`config.mk`:
```
export PLATFORM = sky130hd
export DESIGN_NAME = force_release_ctrl
export DESIGN_NICKNAME = d
export VERILOG_FILES = /design/src/rtl/force_release_pkg.sv /design/src/rtl/force_release_ctrl_cell.sv /design/src/rtl/force_release_ctrl.sv
export SDC_FILE = /design/constraint.sdc
export NUM_CORES = 1
export LEC_CHECK = 0
export CORE_UTILIZATION = 48
export DETAILED_ROUTE_END_ITERATION = 8
export PLACE_DENSITY_LB_ADDON = 0.2
export SKIP_CTS_REPAIR_TIMING = 1
export SLEW_MARGIN = 20
export SYNTH_ARGS = -nofsm -noshare
export SYNTH_HDL_FRONTEND = slang
export SYNTH_SLANG_ARGS = --single-unit
```
`constraint.sdc`:
```
create_clock -name clk -period 1.55 [get_ports clk]
set_input_delay 0.31 -clock clk [delete_from_list [all_inputs] [get_ports clk]]
set_output_delay 0.31 -clock clk [all_outputs]
set_load 0.05 [all_outputs]
```
`src/rtl/force_release_pkg.sv`:
```
// Shared command, status and sequencing types for the force/release responder.
package force_release_pkg;

  typedef enum logic [1:0] {
    OP_FORCE   = 2'd0,
    OP_RELEASE = 2'd1,
    OP_READ    = 2'd2,
    OP_RSVD    = 2'd3
  } op_e;

  typedef enum logic [1:0] {
    ST_OK      = 2'd0,
    ST_BAD_IDX = 2'd1,
    ST_BAD_OP  = 2'd2
  } status_e;

  typedef enum logic [1:0] {
    S_IDLE = 2'd0,
    S_EXEC = 2'd1,
    S_RESP = 2'd2
  } state_e;

endpackage

```
`src/rtl/force_release_ctrl_cell.sv`:
```
// One forceable register: functional storage, force override and the
// post-release hold used for variable-style release semantics.
module forceable_reg_cell #(
  parameter int unsigned WIDTH         = 8,
  parameter int unsigned REG_SEMANTICS = 1
) (
  input  logic             clk,
  input  logic             rst_n,
  input  logic             func_en,
  input  logic [WIDTH-1:0] func_d,
  input  logic             force_set,
  input  logic [WIDTH-1:0] force_val,
  input  logic             release_cmd,
  output logic [WIDTH-1:0] q,
  output logic             forced,
  output logic [WIDTH-1:0] underlying
);

  logic [WIDTH-1:0] fval_r;
  logic [WIDTH-1:0] hold_r;
  logic             held_r;

  always_ff @(posedge clk) begin
    if (!rst_n) begin
      underlying <= '0;
      fval_r     <= '0;
      hold_r     <= '0;
      held_r     <= 1'b0;
      forced     <= 1'b0;
    end else begin
      if (func_en) underlying <= func_d;
      if (force_set) begin
        forced <= 1'b1;
        fval_r <= force_val;
        held_r <= 1'b0;
      end else if (release_cmd && forced) begin
        forced <= 1'b0;
        // Variable semantics: keep showing the forced value until the next
        // functional load; a load on the release edge itself wins.
        if (REG_SEMANTICS != 0) begin
          hold_r <= fval_r;
          held_r <= !func_en;
        end
      end else if (func_en) begin
        held_r <= 1'b0;
      end
    end
  end

  always_comb begin
    q = underlying;
    if (forced)      q = fval_r;
    else if (held_r) q = hold_r;
  end

endmodule

```
`src/rtl/force_release_ctrl.sv`:
```
// Host command responder applying force/release/read to a bank of
// forceable registers, one response per accepted command.
module force_release_ctrl
  import force_release_pkg::*;
#(
  parameter int unsigned NUM_SIG       = 4,
  parameter int unsigned WIDTH         = 8,
  parameter int unsigned IDX_W         = 4,
  parameter int unsigned REG_SEMANTICS = 1
) (
  input  logic                     clk,
  input  logic                     rst_n,
  input  logic [NUM_SIG-1:0]       func_en,
  input  logic [NUM_SIG*WIDTH-1:0] func_d,
  output logic [NUM_SIG*WIDTH-1:0] q,
  output logic [NUM_SIG-1:0]       forced,
  input  logic                     cmd_valid,
  output logic                     cmd_ready,
  input  logic [1:0]               cmd_op,
  input  logic [IDX_W-1:0]         cmd_idx,
  input  logic [WIDTH-1:0]         cmd_val,
  output logic                     rsp_valid,
  input  logic                     rsp_ready,
  output logic [1:0]               rsp_status,
  output logic [WIDTH-1:0]         rsp_data,
  output logic                     rsp_forced
);

  state_e                   state, state_nxt;
  op_e                      op_r;
  logic [IDX_W-1:0]         idx_r;
  logic [WIDTH-1:0]         val_r;
  logic [NUM_SIG-1:0]       sel;
  logic [NUM_SIG-1:0]       force_set;
  logic [NUM_SIG-1:0]       release_set;
  logic [NUM_SIG*WIDTH-1:0] underlying;
  logic [WIDTH-1:0]         sel_under;
  logic                     sel_forced;
  status_e                  status_nxt;

  for (genvar g = 0; g < NUM_SIG; g++) begin : g_cell
    forceable_reg_cell #(
      .WIDTH        (WIDTH),
      .REG_SEMANTICS(REG_SEMANTICS)
    ) u_cell (
      .clk        (clk),
      .rst_n      (rst_n),
      .func_en    (func_en[g]),
      .func_d     (func_d[g*WIDTH +: WIDTH]),
      .force_set  (force_set[g]),
      .force_val  (val_r),
      .release_cmd(release_set[g]),
      .q          (q[g*WIDTH +: WIDTH]),
      .forced     (forced[g]),
      .underlying (underlying[g*WIDTH +: WIDTH])
    );
  end

  // An index with no matching cell leaves sel all-zero, which is BAD_IDX.
  always_comb begin
    sel         = '0;
    sel_under   = '0;
    sel_forced  = 1'b0;
    force_set   = '0;
    release_set = '0;
    for (int unsigned i = 0; i < NUM_SIG; i++) begin
      if (idx_r == IDX_W'(i)) begin
        sel[i]     = 1'b1;
        sel_under  = func_en[i] ? func_d[i*WIDTH +: WIDTH] : underlying[i*WIDTH +: WIDTH];
        sel_forced = forced[i];
      end
    end
    if (sel == '0)             status_nxt = ST_BAD_IDX;
    else if (op_r == OP_RSVD)  status_nxt = ST_BAD_OP;
    else                       status_nxt = ST_OK;
    if (state == S_EXEC && status_nxt == ST_OK) begin
      if (op_r == OP_FORCE)   force_set   = sel;
      if (op_r == OP_RELEASE) release_set = sel;
    end
  end

  always_ff @(posedge clk) begin
    if (!rst_n) state <= S_IDLE;
    else        state <= state_nxt;
  end

  always_comb begin
    state_nxt = state;
    cmd_ready = 1'b0;
    rsp_valid = 1'b0;
    unique case (state)
      S_IDLE: begin
        cmd_ready = 1'b1;
        if (cmd_valid) state_nxt = S_EXEC;
      end
      S_EXEC: state_nxt = S_RESP;
      S_RESP: begin
        rsp_valid = 1'b1;
        if (rsp_ready) state_nxt = S_IDLE;
      end
      default: state_nxt = S_IDLE;
    endcase
  end

  always_ff @(posedge clk) begin
    if (!rst_n) begin
      op_r       <= OP_FORCE;
      idx_r      <= '0;
      val_r      <= '0;
      rsp_status <= ST_OK;
      rsp_data   <= '0;
      rsp_forced <= 1'b0;
    end else begin
      if (cmd_ready && cmd_valid) begin
        op_r  <= op_e'(cmd_op);
        idx_r <= cmd_idx;
        val_r <= cmd_val;
      end
      if (state == S_EXEC) begin
        rsp_status <= status_nxt;
        rsp_data   <= (status_nxt == ST_OK && op_r == OP_READ) ? sel_under : '0;
        if (status_nxt == ST_OK && op_r == OP_FORCE)        rsp_forced <= 1'b1;
        else if (status_nxt == ST_OK && op_r == OP_RELEASE) rsp_forced <= 1'b0;
        else                                                rsp_forced <= sel_forced;
      end
    end
  end

endmodule

```
After elaboration in Yosys (flattened, before gate mapping)
Cells that the tools add are included.
{ "totals": {"regBits": 131, "out_inout_bits": 49, "wordCells": 131} }
{ "classes": {"n_eq_ne": 10, "muxes": 54, "n_bitwise": 5, "n_reduce_logical": 35} }
{ "op_table": {"columns": ["cell", "n"], "rows": [
  ["$mux 8", 17],
  ["$mux 1", 28],
  ["$mux 4", 4],
  ["$reduce_bool 2->1", 8],
  ["$reduce_and 2->1", 5],
  ["$logic_and 1x1->1", 9],
  ["$eq 4x2->1 const B", 2],
  ["$logic_not 4->1", 2],
  ["$mux 2", 4],
  ["$reduce_or 2->1", 4],
  ["$eq 2x2->1 const B", 3],
  ["$logic_not 2->1", 3],
  ["$pmux 2 s3", 1],
  ["$not 1->1", 5],
  ["$eq 2x1->1 const B", 2],
  ["$eq 4x1->1 const B", 1],
  ["$logic_not 1->1", 4],
  ["$ne 2x2->1 const B", 2]
]} }

Longest topological paths before layout
Gate-level depths: netlist of run 1.
{ "depth": {"depth_word": 10, "ltp_mapped": 7} }

Hierarchy
From an unflattened synthesis of run 1, not the netlist that was laid out.
{ "unflattened": {"cells_unflattened": 678, "hier_area_um2": 6313.6} }
{ "modules_own_cells": {"columns": ["module", "n_inst", "cells_per_inst", "area_each_um2", "seq_area_each_um2"], "rows": [
  ["forceable_reg_cell", 4, 120, 1164.9, 520.5],
  ["force_release_ctrl", 1, 198, 1654.1, 540.5]
]} }

Least setup slack after synthesis of run 1
No wires, ideal clock.
{ "synth_path": {"path_type": "register to output", "from": "register g_cell[1].u_cell.held_r", "to": "output port q[10]", "arrival_ps": 1901, "t_required_ps": 1240, "setup_slack_ps": -661, "path_stages_with_launch": 4, "n_path_buf": 1, "cell_sequence": "dfxtp_1 > clkbuf_1 > mux2i_1 > o21ai_0"} }
{ "synth_between": {"elab_chain_len": 2} }
{ "synth_lines": {"columns": ["item", "line_no", "source"], "rows": [
  ["from (decl)", "force_release_ctrl_cell.sv:21", "logic held_r;"],
  ["from (signal assigned)", "force_release_ctrl_cell.sv:42", "held_r <= !func_en;"],
  ["$mux 8", "force_release_ctrl_cell.sv:53", "else if (held_r) q = hold_r;"],
  ["$mux 8", "force_release_ctrl_cell.sv:52", "if (forced) q = fval_r;"],
  ["to (decl)", "force_release_ctrl.sv:15", "output logic [NUM_SIG*WIDTH-1:0] q,"]
]} }
No other way between the ends.

Worst setup path in the final report of run 1
{ "layout_path": {"from": "register idx_r[2]", "to": "register g_cell[1].u_cell.hold_r[1]"} }
{ "layout_between": {"elab_chain_len": 9, "word_cells_on_any_way": 19} }
{ "layout_lines": {"columns": ["item", "line_no", "source"], "rows": [
  ["from (decl)", "force_release_ctrl.sv:31", "logic [IDX_W-1:0] idx_r;"],
  ["from (signal assigned)", "force_release_ctrl.sv:116", "idx_r <= cmd_idx;"],
  ["$eq 4x1->1, or another cell as far along", "force_release_ctrl.sv:67", "if (idx_r == IDX_W'(i)) begin"],
  ["$mux 1", "force_release_ctrl.sv:67", null],
  ["$logic_not 4->1", "force_release_ctrl.sv:73", "if (sel == '0) status_nxt = ST_BAD_IDX;"],
  ["$mux 2", "force_release_ctrl.sv:73", null],
  ["$logic_not 2->1", "force_release_ctrl.sv:76", "if (state == S_EXEC && status_nxt == ST_OK) begin"],
  ["$logic_and 1x1->1", "force_release_ctrl.sv:76", null],
  ["$mux 4", "force_release_ctrl.sv:76", null],
  ["$logic_and 1x1->1 or $not 1->1 (tied branches)", null, null],
  ["$reduce_and 2->1 (no line) (*)", null, null],
  ["to (signal assigned)", "force_release_ctrl_cell.sv:41", "hold_r <= fval_r;"],
  ["to (decl)", "force_release_ctrl_cell.sv:20", "logic [WIDTH-1:0] hold_r;"]
]} }
Mark *: on every way between the ends. The rest lies on a longest branch, timed or not.
A chain may end at the register's enable or synchronous reset.

==> run metrics, run 1 <==
result of the run complete, but fails checks; failing checks DRC, setup timing; detailed placement HPWL 12900 um; first-pass GRT wire length 27300 um; Max-Slew Margin vs Limit 0.703; post-route design area 9540 um^2; DRC 3; Post-synth ARST share 0; shortest period the worst path allows 1790 ps; final worst-path setup slack -243 ps; Post-Syn Instances 634; number of synthesized flops with an enable pin 0; maximum vdd ir drop 0.000661 V; GRT Resource Usage Total 0.285; number of buffers created by CTS 17; Peak Freq 0.558 GHz; cell area after synthesis 5790 um^2; Worst-Skew Late Latency 420 ps; vias per std cell 5.72; destination of the worst register-to-register timing path g_cell[1].u_cell.hold_r[1]; slew of the pin with the lowest slew margin 439 ps; aggregate global routing overflow 0; cell type with the largest total area after synthesis sky130_fd_sc_hd__dfxtp_1; buffers plus inverters on the worst setup path 2; Power per Cell Area 949 nW/um^2; Filler Cells Inserted 661; Synth area leaders sky130_fd_sc_hd__dfxtp_1 (45%), sky130_fd_sc_hd__mux2i_1 (22%), sky130_fd_sc_hd__nand2_1 (6.9%); Routed Antenna Nets 0; Area Overhead vs Synth 64.8%; final number of setup-violating endpoints 100; total negative slack -12700 ps; routed length on met3 1060 um; clock tree buffer depth 2; synthesis warning total 0; Die Outline Area 12500 um^2; area of the core 11600 um^2; sinks on the clock net 131; average footprint of a synthesized cell 9.13 um^2; worst hold endpoint val_r[2]; Commonest cells post-synth sky130_fd_sc_hd__dfxtp_1 (131), sky130_fd_sc_hd__mux2i_1 (125), sky130_fd_sc_hd__nand2_1 (106); die height 112 um; CTS tree done; post-DR wirelength/cell 20.4 um; count of standard-cell rows 39; First-pass DRT Iterations 7; H-tree lvl count 4; final antenna diode count 0; clock transition at the registers of the reported paths 60 ps; x dimension of the die 112 um; Worst setup EP type register; final weighted congestion in routability-driven placement 0.864; final max-slew violation count 0; total of buffers placed on input and output ports 102; Sequential Area 2650 um^2; Netlist cell types 37; start of the worst register-to-register path idx_r[2]; hold_ws 437 ps; initial antenna violation count 0; Detailed Route Iter0 Violations 327; total nets after synthesis 688; kind of critical path reg2reg; cell with the largest stage delay on the worst path sky130_fd_sc_hd__nor4b_1; vias after detailed routing 5391; top routing layer in use met4; depth of the worst register-to-register path 6; Routed Wire Length 19300 um; most frequently used flop master after synthesis sky130_fd_sc_hd__dfxtp_1; register-to-register path setup slack -240 ps; number of failing hold endpoints at the final stage 0; Setup Slack @ Placement -238 ps; # nets final 842; register area share after synthesis 0.453; sum of met2 wire segment lengths after detailed routing 10100 um; worst hold path startpoint cmd_val[2]; Seq cells post-synth 131; area used by multi-input combinational logic 3650 um^2; critical path data required time 1870 ps; Max stage delay on crit path 430 ps; final critical-path share of the clock period 1.16; worst hold path depth 3; number of global-route vias before repair 5219; Leak 0.00379 uW; placed standard-cell area 8270 um^2; critical path peak fanout 11; most common cell in the netlist sky130_fd_sc_hd__dfxtp_1; starting utilization of the core area 0.501; pin count of the biggest net entering global routing 28; master cell of the clock root buffer sky130_fd_sc_hd__clkbuf_16; unrepaired setup endpoints after global routing yes; layout cell share with drive strength beyond 1 0.331; area share of the largest cell type after synthesis 0.453; Tightest Hold Check Type in2reg; CP arrival 2120 ps; top-level I/O count 103; startpoint type of the worst setup path register; count of maximum capacitance violations 0; gate family responsible for the most delay along the worst path simple AND/OR/NAND/NOR gates; critical-path cell list buf_12 > nor4b_1 > and4_1 > buf_4 > nor2_1 > nor3_1; detailed-route wire length on metal 1 7610 um; skew final 9.28 ps
cell families after synthesis:
kind of cell,Yosys count,synth area share
AND/OR/NAND/NOR,235,0.198
flip-flops,131,0.453
multiplexers,127,0.222
buffers and inverters,58,0.0475
AO/OA/AOI/OAI,83,0.0795
area by class of cell:
| type | instances | area share |
|---|---|---|
| sequential | 131 | 0.277 |
| timing repair buffer | 185 | 0.258 |
| inverter | 5 | 0.00197 |
| clock buffer | 19 | 0.0475 |
| multi-input combinational | 448 | 0.383 |
| tap | 143 | 0.0188 |
| clock inverter | 12 | 0.0139 |
power breakdown:
group	switching [uW]	internal, uW	total, uW
registers	113	3450	3570
logic	775	753	1530
clock network	1520	2440	3960
total	2410	6650	9060
worst reg2reg max path: stages (launching register included):
cell and delay, ps:
sky130_fd_sc_hd__dfxtp_1 320, sky130_fd_sc_hd__buf_12 150, sky130_fd_sc_hd__nor4b_1 430, sky130_fd_sc_hd__and4_1 340
sky130_fd_sc_hd__buf_4 170, sky130_fd_sc_hd__nor2_1 50, sky130_fd_sc_hd__nor3_1 220
through the flow:
step	instances	util	total power, uW
after floorplan	634	-	4280
after global placement	897	0.715	4990
after detailed placement	897	0.715	5020
after CTS	928	0.765	8910
after global routing	943	0.825	9290
final	943	0.825	9060
cells in the final DEF (no fill, tap or decap), types with 6 or more instances in the layout:
cell type | netlist | final
sky130_fd_sc_hd__dfxtp_2 | 0 | 7
sky130_fd_sc_hd__dfxtp_1 | 131 | 120
sky130_fd_sc_hd__mux2i_4 | 0 | 23
sky130_fd_sc_hd__buf_4 | 11 | 52
sky130_fd_sc_hd__o21ai_4 | 0 | 23
sky130_fd_sc_hd__nand2_8 | 0 | 6
sky130_fd_sc_hd__clkdlybuf4s50_1 | 0 | 53
sky130_fd_sc_hd__buf_12 | 0 | 66
sky130_fd_sc_hd__nand2_1 | 106 | 106
sky130_fd_sc_hd__a21oi_1 | 28 | 25
sky130_fd_sc_hd__nor3_1 | 16 | 16
sky130_fd_sc_hd__o21ai_2 | 0 | 9
sky130_fd_sc_hd__buf_6 | 1 | 9
sky130_fd_sc_hd__nor2_1 | 78 | 77
sky130_fd_sc_hd__clkbuf_16 | 0 | 21
sky130_fd_sc_hd__a22oi_1 | 8 | 7
sky130_fd_sc_hd__o211ai_1 | 6 | 6
sky130_fd_sc_hd__mux2i_1 | 125 | 94
sky130_fd_sc_hd__mux2i_2 | 0 | 8
flip-flops by register name, summed over array words and instances (netlist names):
signal / cells
g_cell.u_cell.hold_r: 32
idx_r: 4
rsp_data: 8
op_r: 2
g_cell.u_cell.forced: 4
rsp_status: 2
g_cell.u_cell.fval_r: 32
g_cell.u_cell.held_r: 4
rsp_forced: 1
val_r: 8
state: 2
g_cell.u_cell.underlying: 32
worst max path at each step:
stage | start | end | slack (ps) | depth (start not counted)
after detailed placement | func_en[1] | rsp_data[6] | -240 | 6
after global routing | idx_r[2] | g_cell[1].u_cell.hold_r[7] | -350 | 6
final | idx_r[2] | g_cell[1].u_cell.hold_r[1] | -240 | 6
after floorplan | g_cell[2].u_cell.forced | q[16] | -180 | 4
after global placement | func_en[1] | rsp_data[6] | -230 | 6
after CTS | g_cell[3].u_cell.held_r | q[25] | -310 | 4
metal layers:
layer  vias up  global-route usage
met5         -                   0
met4         0              0.0919
met3        41              0.0490
met2       221               0.516
met1      2637               0.342
li1       2492                   -
(Power assumes the default switching activity.)
==> run 2, diff against run 1 <==
ABC_AREA = 1   (was not set)
CORE_MARGIN = 4   (was not set)
CORE_UTILIZATION = 53   (was 48)
clock period = 1.9 ns   (was 1.55 ns; I/O delays follow)
==> run 2 against run 1 <==
Against the previous run: the flow finishes with violations (setup timing); synthesized cell count rose by 28%; sequential power fell by 18%; register-to-register slack improved by 400 ps.
==> run metrics, run 2 <==
H-tree lvl count 4 (unchanged); startpoint type of the worst setup path register; Worst setup EP type output pin; Max stage delay on crit path 390 ps (-40 ps); Power per Cell Area 898 nW/um^2 (-5.4%); unrepaired setup endpoints after global routing yes; Post-synth ARST share 0 (unchanged); clock transition at the registers of the reported paths 60 ps (about the same); leading cell type in the layout, fill and taps excluded sky130_fd_sc_hd__nor2_1; worst hold path startpoint rst_n; vias per std cell 5.52 (-3.4%); area share of the largest cell type after synthesis 0.449 (-0.00359); registers with the most flip-flops g_cell.u_cell.fval_r (32), g_cell.u_cell.hold_r (32), g_cell.u_cell.underlying (32); depth of the worst register-to-register path 8 (+2); most used cells in the layout excluding fill and tap cells sky130_fd_sc_hd__nor2_1 (147), sky130_fd_sc_hd__nand2_1 (126), sky130_fd_sc_hd__dfxtp_1 (123); Die Outline Area 12800 um^2 (+2.0%); die height 113 um (+0.99%); # placed instances 1033 (+15%); Leak 0.00348 uW (-8.3%); Setup Slack @ Placement -7.03 ps (+231 ps); post-DR wirelength/cell 16.5 um (-19%); total nets after synthesis 868 (+26%); part of the power in the clock network 0.440 (+0.002); Post-Syn Instances 814 (+28%); skew final 12.7 ps (+3.44 ps); number of failing hold endpoints at the final stage 0 (unchanged); average footprint of a synthesized cell 7.17 um^2 (-21%); power dissipated by switching net loads 1960 uW (-18%); starting utilization of the core area 0.541 (+0.0401); register area share after synthesis 0.449 (-0.00359); master cell of the clock root buffer sky130_fd_sc_hd__clkbuf_8; final weighted congestion in routability-driven placement 0.977 (+13%); destination of the worst register-to-register timing path g_cell[1].u_cell.hold_r[4]; pin count of the biggest net entering global routing 42 (+50%); worst hold path depth 3 (unchanged); post-route design area 7910 um^2 (-17%); final critical-path share of the clock period 1.02; GRT Resource Usage Total 0.266 (-0.0192); failing checks setup timing; detailed placement HPWL 12400 um (-4.0%); result of the run complete, but fails checks; count of standard-cell rows 38 (-2.6%); Netlist cell types 32 (-14%); sequential share of power 0.411 (+0.017); Net Sw Frac 0.277 (+0.0107); DRC 0 (-3); total of buffers placed on input and output ports 102 (unchanged); critical-path cell list clkinvlp_4 > nor2_2 > a21oi_2 > buf_6; number of global-route vias before repair 5639 (+8.0%); CTS tree done; Seq cells post-synth 131 (unchanged); most frequently used flop master after synthesis sky130_fd_sc_hd__dfxtp_1; critical path peak fanout 8 (-3); kind of critical path reg2out; synthesis warning total 0 (unchanged); count of maximum capacitance violations 0 (unchanged); clock tree buffer depth 2 (unchanged); register-to-register path setup slack 160 ps (+400 ps); Routed Wire Length 17800 um (-7.4%); Commonest cells post-synth sky130_fd_sc_hd__nor2_1 (153), sky130_fd_sc_hd__dfxtp_1 (131), sky130_fd_sc_hd__a21oi_1 (127), sky130_fd_sc_hd__nand2_1 (127), sky130_fd_sc_hd__o21ai_0 (81); Filler Cells Inserted 800 (+21%); Worst-Skew Late Latency 530 ps (+110 ps); final antenna diode count 0 (unchanged); layout cell share with drive strength beyond 1 0.221 (-0.110); aggregate global routing overflow 0 (unchanged); placed standard-cell area 6960 um^2 (-16%); start of the worst register-to-register path state[1]; Peak Freq 0.516 GHz; hold_ws 306 ps (-131 ps); CP arrival 1560 ps (-560 ps); combinational power share 0.149 (-0.020); slew of the pin with the lowest slew margin 506 ps (+67.1 ps); # nets final 982 (+17%); number of standard cells in the final layout excluding fillers 1080 (+15%); worst hold endpoint g_cell[1].u_cell.underlying[0]; First-pass DRT Iterations 5 (-2); first-pass GRT wire length 27200 um (-0.53%); initial antenna violation count 0 (unchanged); cell type with the largest total area after synthesis sky130_fd_sc_hd__dfxtp_1; Routed Antenna Nets 0 (unchanged); critical path data required time 1520 ps (-350 ps); vias after detailed routing 5963 (+11%); shortest period the worst path allows 1940 ps; final max-slew violation count 0 (unchanged); Tightest Hold Check Type in2reg; top-level I/O count 103 (unchanged); final worst-path setup slack -36.6 ps (+206 ps); Internal Dissipation 5140 uW (-23%); area of the core 10800 um^2 (-6.7%); final number of setup-violating endpoints 7 (-93%); cell with the largest stage delay on the worst path sky130_fd_sc_hd__dfxtp_4; total negative slack -155 ps (+12540 ps); number of buffers created by CTS 17 (unchanged); maximum vdd ir drop 0.000728 V (+10%); Max-Slew Margin vs Limit 0.662 (-0.0411); most common cell in the netlist sky130_fd_sc_hd__nor2_1; number of synthesized flops with an enable pin 0 (unchanged); Area Overhead vs Synth 35.5%; sinks on the clock net 131 (unchanged); Detailed Route Iter0 Violations 528 (+61%); Synth area leaders sky130_fd_sc_hd__dfxtp_1 (45%), sky130_fd_sc_hd__a21oi_1 (11%), sky130_fd_sc_hd__nor2_1 (9.8%); cell area after synthesis 5840 um^2 (+0.80%); x dimension of the die 113 um (+0.99%)
[run 2: power by group through the flow]
stage / sequential, uW / combinational (uW) / clock, uW
after CTS: 2920 / 1010 / 3130
after detailed placement: 2980 / 1010 / 0
after global placement: 2980 / 994 / 0
after global routing: 2930 / 1130 / 3260
final: 2920 / 1060 / 3120
after floorplan: 2960 / 645 / 0
[run 2: layout make-up]
class	count	area, um^2	share of cell area
clock buffers	22	453	0.0573
repair inverters	4	27.5	0.00348
clock inverters	9	106	0.0134
well taps	140	175	0.0221
repair buffers	133	1340	0.170
multi-input cells	565	2840	0.359
flip-flops and latches	131	2650	0.335
inverters	76	320	0.0405
[run 2: logic make-up (layout without fill, tap and decap cells)]
group / Yosys count / count (layout) / synth area share
AOI/OAI and AO/OA: 245 / 245 / 0.220
buffers and inverters: 118 / 244 / 0.0877
DFF: 131 / 131 / 0.449
and+or+nand+nor: 320 / 320 / 0.243
[run 2: metal layers]
layer	up-vias	GRT usage	part of all wire	wire length [um]
li1	2878	-	-	-
met5	-	0	0	0
met4	0	0.110	0.030	540
met1	2780	0.325	0.40	7210
met3	45	0.0529	0.065	1150
met2	260	0.458	0.50	8920
[run 2: worst max-delay path by stage]
stage / from / endpoint / depth (start not counted) / slack, ps
final: g_cell[3].u_cell.forced / q[24] / 4 / -40
after global routing: g_cell[3].u_cell.forced / q[27] / 4 / -120
after CTS: g_cell[2].u_cell.forced / q[23] / 4 / -340
after detailed placement: func_en[2] / rsp_data[7] / 6 / -7
after global placement: func_en[2] / rsp_data[7] / 6 / 20
after floorplan: g_cell[2].u_cell.forced / q[19] / 3 / -50
[run 2: stage by stage]
stage / utilization / total power [uW]
finish: 0.733 / 7100
global route: 0.733 / 7320
CTS: 0.697 / 7060
detailed placement: 0.645 / 3990
global placement: 0.645 / 3970
floorplan: - / 3600
[run 2: worst max-delay path, delay by kind of cell (launching register included)]
kind | cells | cell delay (ps)
buf+inv | 2 | 380
flops | 1 | 390
simple gates | 1 | 200
compound gates | 1 | 60
